$ cat src/rtl/keypad_scanner.sv
// 4x3 matrix keypad scanner with frame-based ghost rejection and debouncing.
// Define KEYPAD_STAR_HASH_EN to report * as 4'hB and # as 4'hC; otherwise those keys are ignored.
module keypad_scanner #(
    parameter int SCAN_DIV        = 1000,
    parameter int DEBOUNCE_FRAMES = 4
) (
    input  logic       clk,
    input  logic       reset,
    input  logic [3:0] row_n,
    output logic [2:0] col_n,
    output logic [3:0] key,
    output logic       key_strobe
);

    localparam logic [3:0]  NOKEY    = 4'hA;
    localparam logic [15:0] LAST_CNT = 16'(SCAN_DIV - 1);
    localparam logic [3:0]  DF       = 4'(DEBOUNCE_FRAMES);

    typedef enum logic [0:0] {STABLE, CANDIDATE} state_t;

    logic [3:0]  row_meta_q, row_sync_q;
    logic [15:0] period_q;
    logic [1:0]  col_q;
    logic [1:0]  hits_q;
    logic [3:0]  code_q;
    logic [3:0]  frame_code_q;
    logic        frame_valid_q;
    state_t      state_q, state_d;
    logic [3:0]  cand_q, cand_d;
    logic [3:0]  run_q, run_d;
    logic [3:0]  key_q, key_d;
    logic        strobe_q, strobe_d;

    logic        last_cycle, frame_end;
    logic [1:0]  col_hits;
    logic [3:0]  col_code;
    logic [2:0]  hit_sum;
    logic [3:0]  code_sel;
    logic [3:0]  frame_code;

    // Returns {valid, code} for the key at a row/column intersection.
    function automatic logic [4:0] key_at(input logic [1:0] row, input logic [1:0] col);
        logic [4:0] k;
        k = {1'b0, NOKEY};
        case ({row, col})
            4'b00_00: k = {1'b1, 4'd1};
            4'b00_01: k = {1'b1, 4'd2};
            4'b00_10: k = {1'b1, 4'd3};
            4'b01_00: k = {1'b1, 4'd4};
            4'b01_01: k = {1'b1, 4'd5};
            4'b01_10: k = {1'b1, 4'd6};
            4'b10_00: k = {1'b1, 4'd7};
            4'b10_01: k = {1'b1, 4'd8};
            4'b10_10: k = {1'b1, 4'd9};
            4'b11_01: k = {1'b1, 4'd0};
`ifdef KEYPAD_STAR_HASH_EN
            4'b11_00: k = {1'b1, 4'hB};
            4'b11_10: k = {1'b1, 4'hC};
`else
            4'b11_00: k = {1'b0, NOKEY};
            4'b11_10: k = {1'b0, NOKEY};
`endif
            default:  k = {1'b0, NOKEY};
        endcase
        return k;
    endfunction

    assign last_cycle = (period_q == LAST_CNT);
    assign frame_end  = last_cycle && (col_q == 2'd2);
    assign col_n      = ~(3'b001 << col_q);
    assign key        = key_q;
    assign key_strobe = strobe_q;

    always_comb begin
        logic [4:0] k;
        col_hits = 2'd0;
        col_code = NOKEY;
        k        = 5'd0;
        for (int r = 0; r < 4; r++) begin
            if (!row_sync_q[r]) begin
                k = key_at(2'(r), col_q);
                if (k[4]) begin
                    if (col_hits != 2'd2) col_hits = col_hits + 2'd1;
                    col_code = k[3:0];
                end
            end
        end
        hit_sum    = {1'b0, hits_q} + {1'b0, col_hits};
        code_sel   = (col_hits != 2'd0) ? col_code : code_q;
        frame_code = (hit_sum == 3'd1) ? code_sel : NOKEY;
    end

    // Hit counts saturate at two, which is all the classifier needs to reject multi-press.
    always_ff @(posedge clk or negedge reset) begin
        if (!reset) begin
            row_meta_q    <= 4'hF;
            row_sync_q    <= 4'hF;
            period_q      <= '0;
            col_q         <= 2'd0;
            hits_q        <= 2'd0;
            code_q        <= NOKEY;
            frame_code_q  <= NOKEY;
            frame_valid_q <= 1'b0;
        end else begin
            row_meta_q    <= row_n;
            row_sync_q    <= row_meta_q;
            frame_valid_q <= frame_end;
            if (last_cycle) begin
                period_q <= '0;
                col_q    <= (col_q == 2'd2) ? 2'd0 : col_q + 2'd1;
                if (frame_end) begin
                    hits_q       <= 2'd0;
                    code_q       <= NOKEY;
                    frame_code_q <= frame_code;
                end else begin
                    hits_q <= (hit_sum >= 3'd2) ? 2'd2 : hit_sum[1:0];
                    code_q <= code_sel;
                end
            end else begin
                period_q <= period_q + 16'd1;
            end
        end
    end

    always_ff @(posedge clk or negedge reset) begin
        if (!reset) begin
            state_q  <= STABLE;
            cand_q   <= NOKEY;
            run_q    <= 4'd0;
            key_q    <= NOKEY;
            strobe_q <= 1'b0;
        end else begin
            state_q  <= state_d;
            cand_q   <= cand_d;
            run_q    <= run_d;
            key_q    <= key_d;
            strobe_q <= strobe_d;
        end
    end

    always_comb begin
        state_d  = state_q;
        cand_d   = cand_q;
        run_d    = run_q;
        key_d    = key_q;
        strobe_d = 1'b0;
        if (frame_valid_q) begin
            case (state_q)
                STABLE: begin
                    if (frame_code_q != key_q) begin
                        if (DEBOUNCE_FRAMES == 1) begin
                            key_d    = frame_code_q;
                            strobe_d = (frame_code_q != NOKEY);
                        end else begin
                            cand_d  = frame_code_q;
                            run_d   = 4'd1;
                            state_d = CANDIDATE;
                        end
                    end
                end
                CANDIDATE: begin
                    if (frame_code_q == cand_q) begin
                        if (run_q + 4'd1 >= DF) begin
                            key_d    = cand_q;
                            strobe_d = (cand_q != NOKEY);
                            state_d  = STABLE;
                        end else begin
                            run_d = run_q + 4'd1;
                        end
                    end else if (frame_code_q == key_q) begin
                        state_d = STABLE;
                    end else begin
                        cand_d = frame_code_q;
                        run_d  = 4'd1;
                    end
                end
                default: state_d = STABLE;
            endcase
        end
    end

endmodule

$ cat config.mk
export PLATFORM = sky130hd
export DESIGN_NAME = keypad_scanner
export DESIGN_NICKNAME = d
export VERILOG_FILES = /design/src/rtl/keypad_scanner.sv
export SDC_FILE = /design/constraint.sdc
export NUM_CORES = 1
export LEC_CHECK = 0
export ABC_AREA = 0
export CORE_MARGIN = 8
export CORE_UTILIZATION = 58
export DETAILED_ROUTE_END_ITERATION = 16
export HOLD_SLACK_MARGIN = 0.06
export PLACE_DENSITY = 0.82
export SYNTH_ARGS = -nofsm -noshare
export SYNTH_HDL_FRONTEND = slang
export SYNTH_SLANG_ARGS = --single-unit
$ cat constraint.sdc
create_clock -name clk -period 10.86 [get_ports clk]
set_input_delay 2.172 -clock clk [delete_from_list [all_inputs] [get_ports clk]]
set_output_delay 2.172 -clock clk [all_outputs]
set_load 0.02 [all_outputs]
# Word level (Yosys, flattened, before mapping)
# Index checks and enable logic that the tools add are counted.
[totals]
reg_bits = 51
latch_bits = 0
ramBits = 0
romBits = 0
in_bits = 6
out_inout_bits = 8
word_cells = 100
memories = 0
[classes]
n_addsub = 7
mul = 0
n_div = 0
order_cmp = 2
n_eq_ne = 16
shifts = 1
muxes = 52
n_bitwise = 2
n_reduce_logical = 7
[ops]
columns = ["cell", "n"]
rows = [
  ["two-way mux 4 bit", 18],
  ["case mux 5 bit (3 select lines)", 3],
  ["two-way mux 2 bit", 13],
  ["two-way mux 5 bit", 5],
  ["adder 16 x 1 -> 16 bit (second input constant)", 1],
  ["== test 16 x 10 -> 1 bit (second input constant)", 1],
  ["two-way mux 16 bit", 1],
  ["case mux 4 bit (2 select lines)", 2],
  ["!= test 2 bit (second input constant)", 6],
  ["AND reduction 4 bit", 3],
  ["two-way mux 1 bit", 9],
  ["adder 2 x 1 -> 2 bit (second input constant)", 4],
  ["== test 4 bit", 2],
  ["!= test 3 bit (second input constant)", 2],
  ["adder 4 x 1 -> 4 bit (second input constant)", 1],
  ["greater-or-equal comparator 4 x 3 -> 1 bit (second input constant)", 1],
  ["!= test 4 bit", 1],
  ["!= test 4 bit (second input constant)", 1],
  ["adder 2 x 2 -> 3 bit", 1],
  ["== test 3 x 1 -> 1 bit (second input constant)", 1],
  ["greater-or-equal comparator 3 x 2 -> 1 bit (second input constant)", 1],
  ["NOT 3 bit", 1],
  ["<< shifter 1 x 2 -> 3 bit (first input constant)", 1],
  ["== test 2 x 1 -> 1 bit (second input constant)", 1],
  ["7 further kinds", 7],
]

# Depth between registers and ports, before layout
[depth]
ltp_word = 21
mapped_depth = 15
ltp_nobuf = 14

# Worst setup path after synthesis
# Ideal clock, no wire load.
[synth_timing]
path_kind = "flip-flop to flip-flop"
start = "register col_q[0]"
end = "register frame_code_q[0]"
setup_ns = 0.066
arrival_time_ns = 3.345
required_time_ns = 10.794
path_slack_ns = 7.448
path_stages_with_launch = 16
n_path_buf = 1
synth_period_minus_slack_ns = 3.412
path_cell_list = "dfrtp_1 > ha_1 > buf_4 > or3_1 > ha_1 > mux2i_1 > or2_2 > ha_1 > nand2_1 > o21ai_0 > ha_1 > fa_1 > nor2_1 > nand2_1 > nor3_1 > a22o_1"
[synth_via]
elab_chain_len = 20
elab_cells_between_ends = 43
cone_classes = "add/sub (4); eq/ne (6); mux (29); reduce/logical (4)"
[synth_lines]
columns = ["element", "line", "text"]
rows = [
  ["from (decl)", "23", "logic [1:0] col_q;"],
  ["from (signal assigned)", "110", "col_q <= (col_q == 2'd2) ? 2'd0 : col_q + 2'd1;"],
  ["== test 2 bit, or another cell as far along", "45, 69", ""],
  ["case mux 5 bit (3 select lines)", "45", "case ({row, col})"],
  ["two-way mux 5 bit", "80", "if (!row_sync_q[r]) begin"],
  ["two-way mux 1 bit", "82", "if (k[4]) begin"],
  ["two-way mux 2 bit", "80", ""],
  ["adder 2 x 1 -> 2 bit or != test 2 bit (tied branches)", "83", "if (col_hits != 2'd2) col_hits = col_hits + 2'd1;"],
  ["two-way mux 2 bit", "83", ""],
  ["two-way mux 2 bit", "82", ""],
  ["(+4 left out)", "--", ""],
  ["two-way mux 2 bit", "80", ""],
  ["adder 2 x 1 -> 2 bit or != test 2 bit (tied branches)", "83", ""],
  ["two-way mux 2 bit", "83", ""],
  ["two-way mux 2 bit", "82", ""],
  ["two-way mux 2 bit", "80", ""],
  ["adder 2 x 2 -> 3 bit or nonzero test 2 bit (tied branches)", "88, 89", ""],
  ["== test 3 x 1 -> 1 bit or two-way mux 4 bit (tied branches)", "90, 89", ""],
  ["two-way mux 4 bit", "90", "frame_code = (hit_sum == 3'd1) ? code_sel : NOKEY;"],
  ["to (signal assigned)", "114", "frame_code_q <= frame_code;"],
  ["to (decl)", "26", "logic [3:0] frame_code_q;"],
]
# Parallel ways exist; a longest one is shown, timed or not. The select of a mux whose other input is x is not followed.
# A chain may end at the register's enable or synchronous reset.

# Worst setup path in the final report
[layout_timing]
start = "register col_q[0]"
end = "output port col_n[2]"
[layout_via]
elab_chain_len = 2
[layout_lines]
columns = ["element", "line", "text"]
rows = [
  ["<< shifter 1 x 2 -> 3 bit", "70", "assign col_n = ~(3'b001 << col_q);"],
  ["NOT 3 bit", "70", ""],
  ["to (decl)", "10", "output logic [2:0] col_n,"],
]
# Every way passes these cells.

==> flow_summary.yaml <==
finish:
  diodes: 0
  final_nets: 272
  drive_gt1_frac: 0.195
  finalNonFillerCells: 310
  syn2layout_area_growth_pct: 9.22
critical_path:
  path_class: "reg -> out"
  crit_arrival_ns: 1.98
  cp-end-kind: "primary output"
  startpoint_type: "flop"
  crit_fanout: 12
  critical_path_required_ns: 8.69
  reg2reg_slack_ns: 7.14
floorplanning:
  rows: 25
  die_h_um: 84.2
  core_sq_um: 4600
  dieWidth_um: 84.2
  fp.dieArea_sq_um: 7100
  start_util: 0.587
  ios: 14
timing:
  fmax_ghz: 0.241
  drv_slew: 0
  relSlewSlack: 0.597
  rsz0062_at_grt: "false"
  worstMarginPinSlew_ns: 0.605
  setup_tns_ns: 0
  period_minus_slack_ns: 4.15
  fin_skew_ns: 0.00765
  period_share: 0.383
  hold_viol_final: 0
  finalSetupViolations: 0
place:
  dp.cells: 302
  place_congestion: 0.789
  dpl.hpwl_um: 3370
  io_buffer_count: 13
synth:
  synthArstFlopShare: 1.00
  syn-num-nets: 258
  syn_area_sq_um: 2700
  synthCells: 241
  ys_dominant_reg_cell: "dfrtp_1"
  syn_area_per_cell_sq_um: 11.2
  yosys_warnings: 0
  yosysMostFrequentCell: "dfrtp_1"
  synth.area.top_cells: "dfrtp_1, dfstp_2, ha_1"
  synth_top_area_frac: 0.324
  synth_seq_cells: 51
  synth_top_area_cell: "dfrtp_1"
  synthDistinctLibCells: 63
  synth_edf_count: 0
  synth-seq-area-share: 0.480
  synth_common_cells: "dfrtp_1, nand2_1, nor2_1"
pwr:
  power.leakage_nw: 1.28
  vdd_ir_drop_max_mv: 0.0781
  pwr_density_cell_nw_per_um2: 111
clocking:
  post_cts.repair.setup_buffers: 0
  clockBufferDepth: 2
  cts_resized: 0
  htree_levels: 2
  cts_tree: "done"
  cts.reportedPaths.clkPinSlew_ns: 0.08
  cts_buffers: 5
  root_buffer: "clkbuf_8"
  insertion_delay_ns: 0.30
  clock_sinks: 51
  cts_hold_buffers: 0
global_routing:
  grt_overflow_total: 0
  grt_usage: 0.138
  antenna_found_initial: 0
  grt_pass1_wl_um: 8120
  first_global_vias: 1823
  grt_max_degree: 52
drt:
  viasPerCell: 5.80
  first_pass_iters: 4
  detail-route-antenna-nets: 0
  remaining_drc_errors: 0
  routedWlPerCell_um: 14.9
  routed_wirelength_um: 4620
  drtIter0Drc: 83
  dr_total_vias: 1799
outcome:
  outcome: "finished clean"
min_path:
  holdCritPathClass: "reg -> reg"
job:
  maxCapViolCount: 0
## worst max-delay path: stages, from the launching register on
cell	delay [ns]
dfrtp_1	0.42
inv_1	0.14
ha_1	0.42
inv_1	0.15
clkdlybuf4s50_1	0.56
## registers in the layout, indices dropped and copies added (netlist names)
| register | cells |
|---|---|
| frame_valid_q | 1 |
| hits_q | 2 |
| code_q | 4 |
| key | 4 |
| cand_q | 4 |
| row_meta_q | 4 |
| period_q | 16 |
| col_q | 2 |
| frame_code_q | 4 |
| key_strobe | 1 |
| state_q | 1 |
| row_sync_q | 4 |
| run_q | 4 |
## cell usage in the layout, fill, tap and decap left out, types with 3 or more instances in the layout
cell / instances
a21oi_1: 5
a22o_1: 4
and3_1: 3
and4_1: 3
clkbuf_8: 6
clkdlybuf4s50_1: 12
dfrtp_1: 35
dfstp_2: 16
ha_1: 10
inv_1: 9
mux2_2: 9
mux2i_1: 3
nand2_1: 19
nand2b_1: 4
nand3_1: 9
nand4_1: 3
nor2_1: 18
nor3_1: 7
o21ai_0: 8
or2_2: 3
xnor2_1: 10
xor2_1: 13
## metrics by stage
step	power [W]	worst slack [ns]	hold WS [ns]	cell area [sq um]	util
final	0.000327	6.71	0.358	2950	0.642
after global routing	0.000341	6.57	0.362	2950	0.642
after CTS	0.000331	6.68	0.360	2950	0.642
after detailed placement	0.000220	7.03	0.347	2860	0.621
after global placement	0.000219	7.09	0.346	2860	0.621
after floorplan	0.000212	7.45	0.345	2700	-
## cell families after synthesis
logic type,share of synthesized area
buffers and inverters,0.0292
muxes,0.0542
adders and majority gates,0.0537
xor gates and xnor gates,0.0746
DFF,0.480
and+or+nand+nor,0.177
AOI/OAI and AO/OA,0.132
## cell type report
type / instances / area, sq um
inverters: 9 / 33.8
clock buffers: 6 / 82.6
multi-input cells: 174 / 1330
fillers: 353 / 1650
well taps: 54 / 67.6
repair buffers: 14 / 133
flip-flops and latches: 51 / 1300
clock inverters: 2 / 11.3
## layer usage
| metal | global-route usage | routed length [um] |
|---|---|---|
| met1 | 0.159 | 2080 |
| met2 | 0.234 | 2310 |
| met4 | 0.0424 | 12 |
| met3 | 0.0455 | 220 |
| met5 | 0 | 0 |
## path summary, 6_finish.rpt
kind                                   endpoint          start  cells past startpoint
worst max-delay path                   col_n[2]       col_q[0]                      4
worst min-delay path              row_sync_q[1]  row_meta_q[1]                      0
worst max register to register  frame_code_q[2]       col_q[0]                     14
worst min register to register    row_sync_q[1]  row_meta_q[1]                      0
max in group asynchronous              col_q[1]          reset                      2
min in group asynchronous                key[2]          reset                      2
## power by group
group	internal (W)	total [W]	switching, W
Combinational	0.00000919	0.0000214	0.0000122
Sequential	0.000193	0.000195	0.00000218
Clock	0.0000509	0.000110	0.0000595
Total	0.000253	0.000327	0.0000739
(Power assumes the default switching activity.)
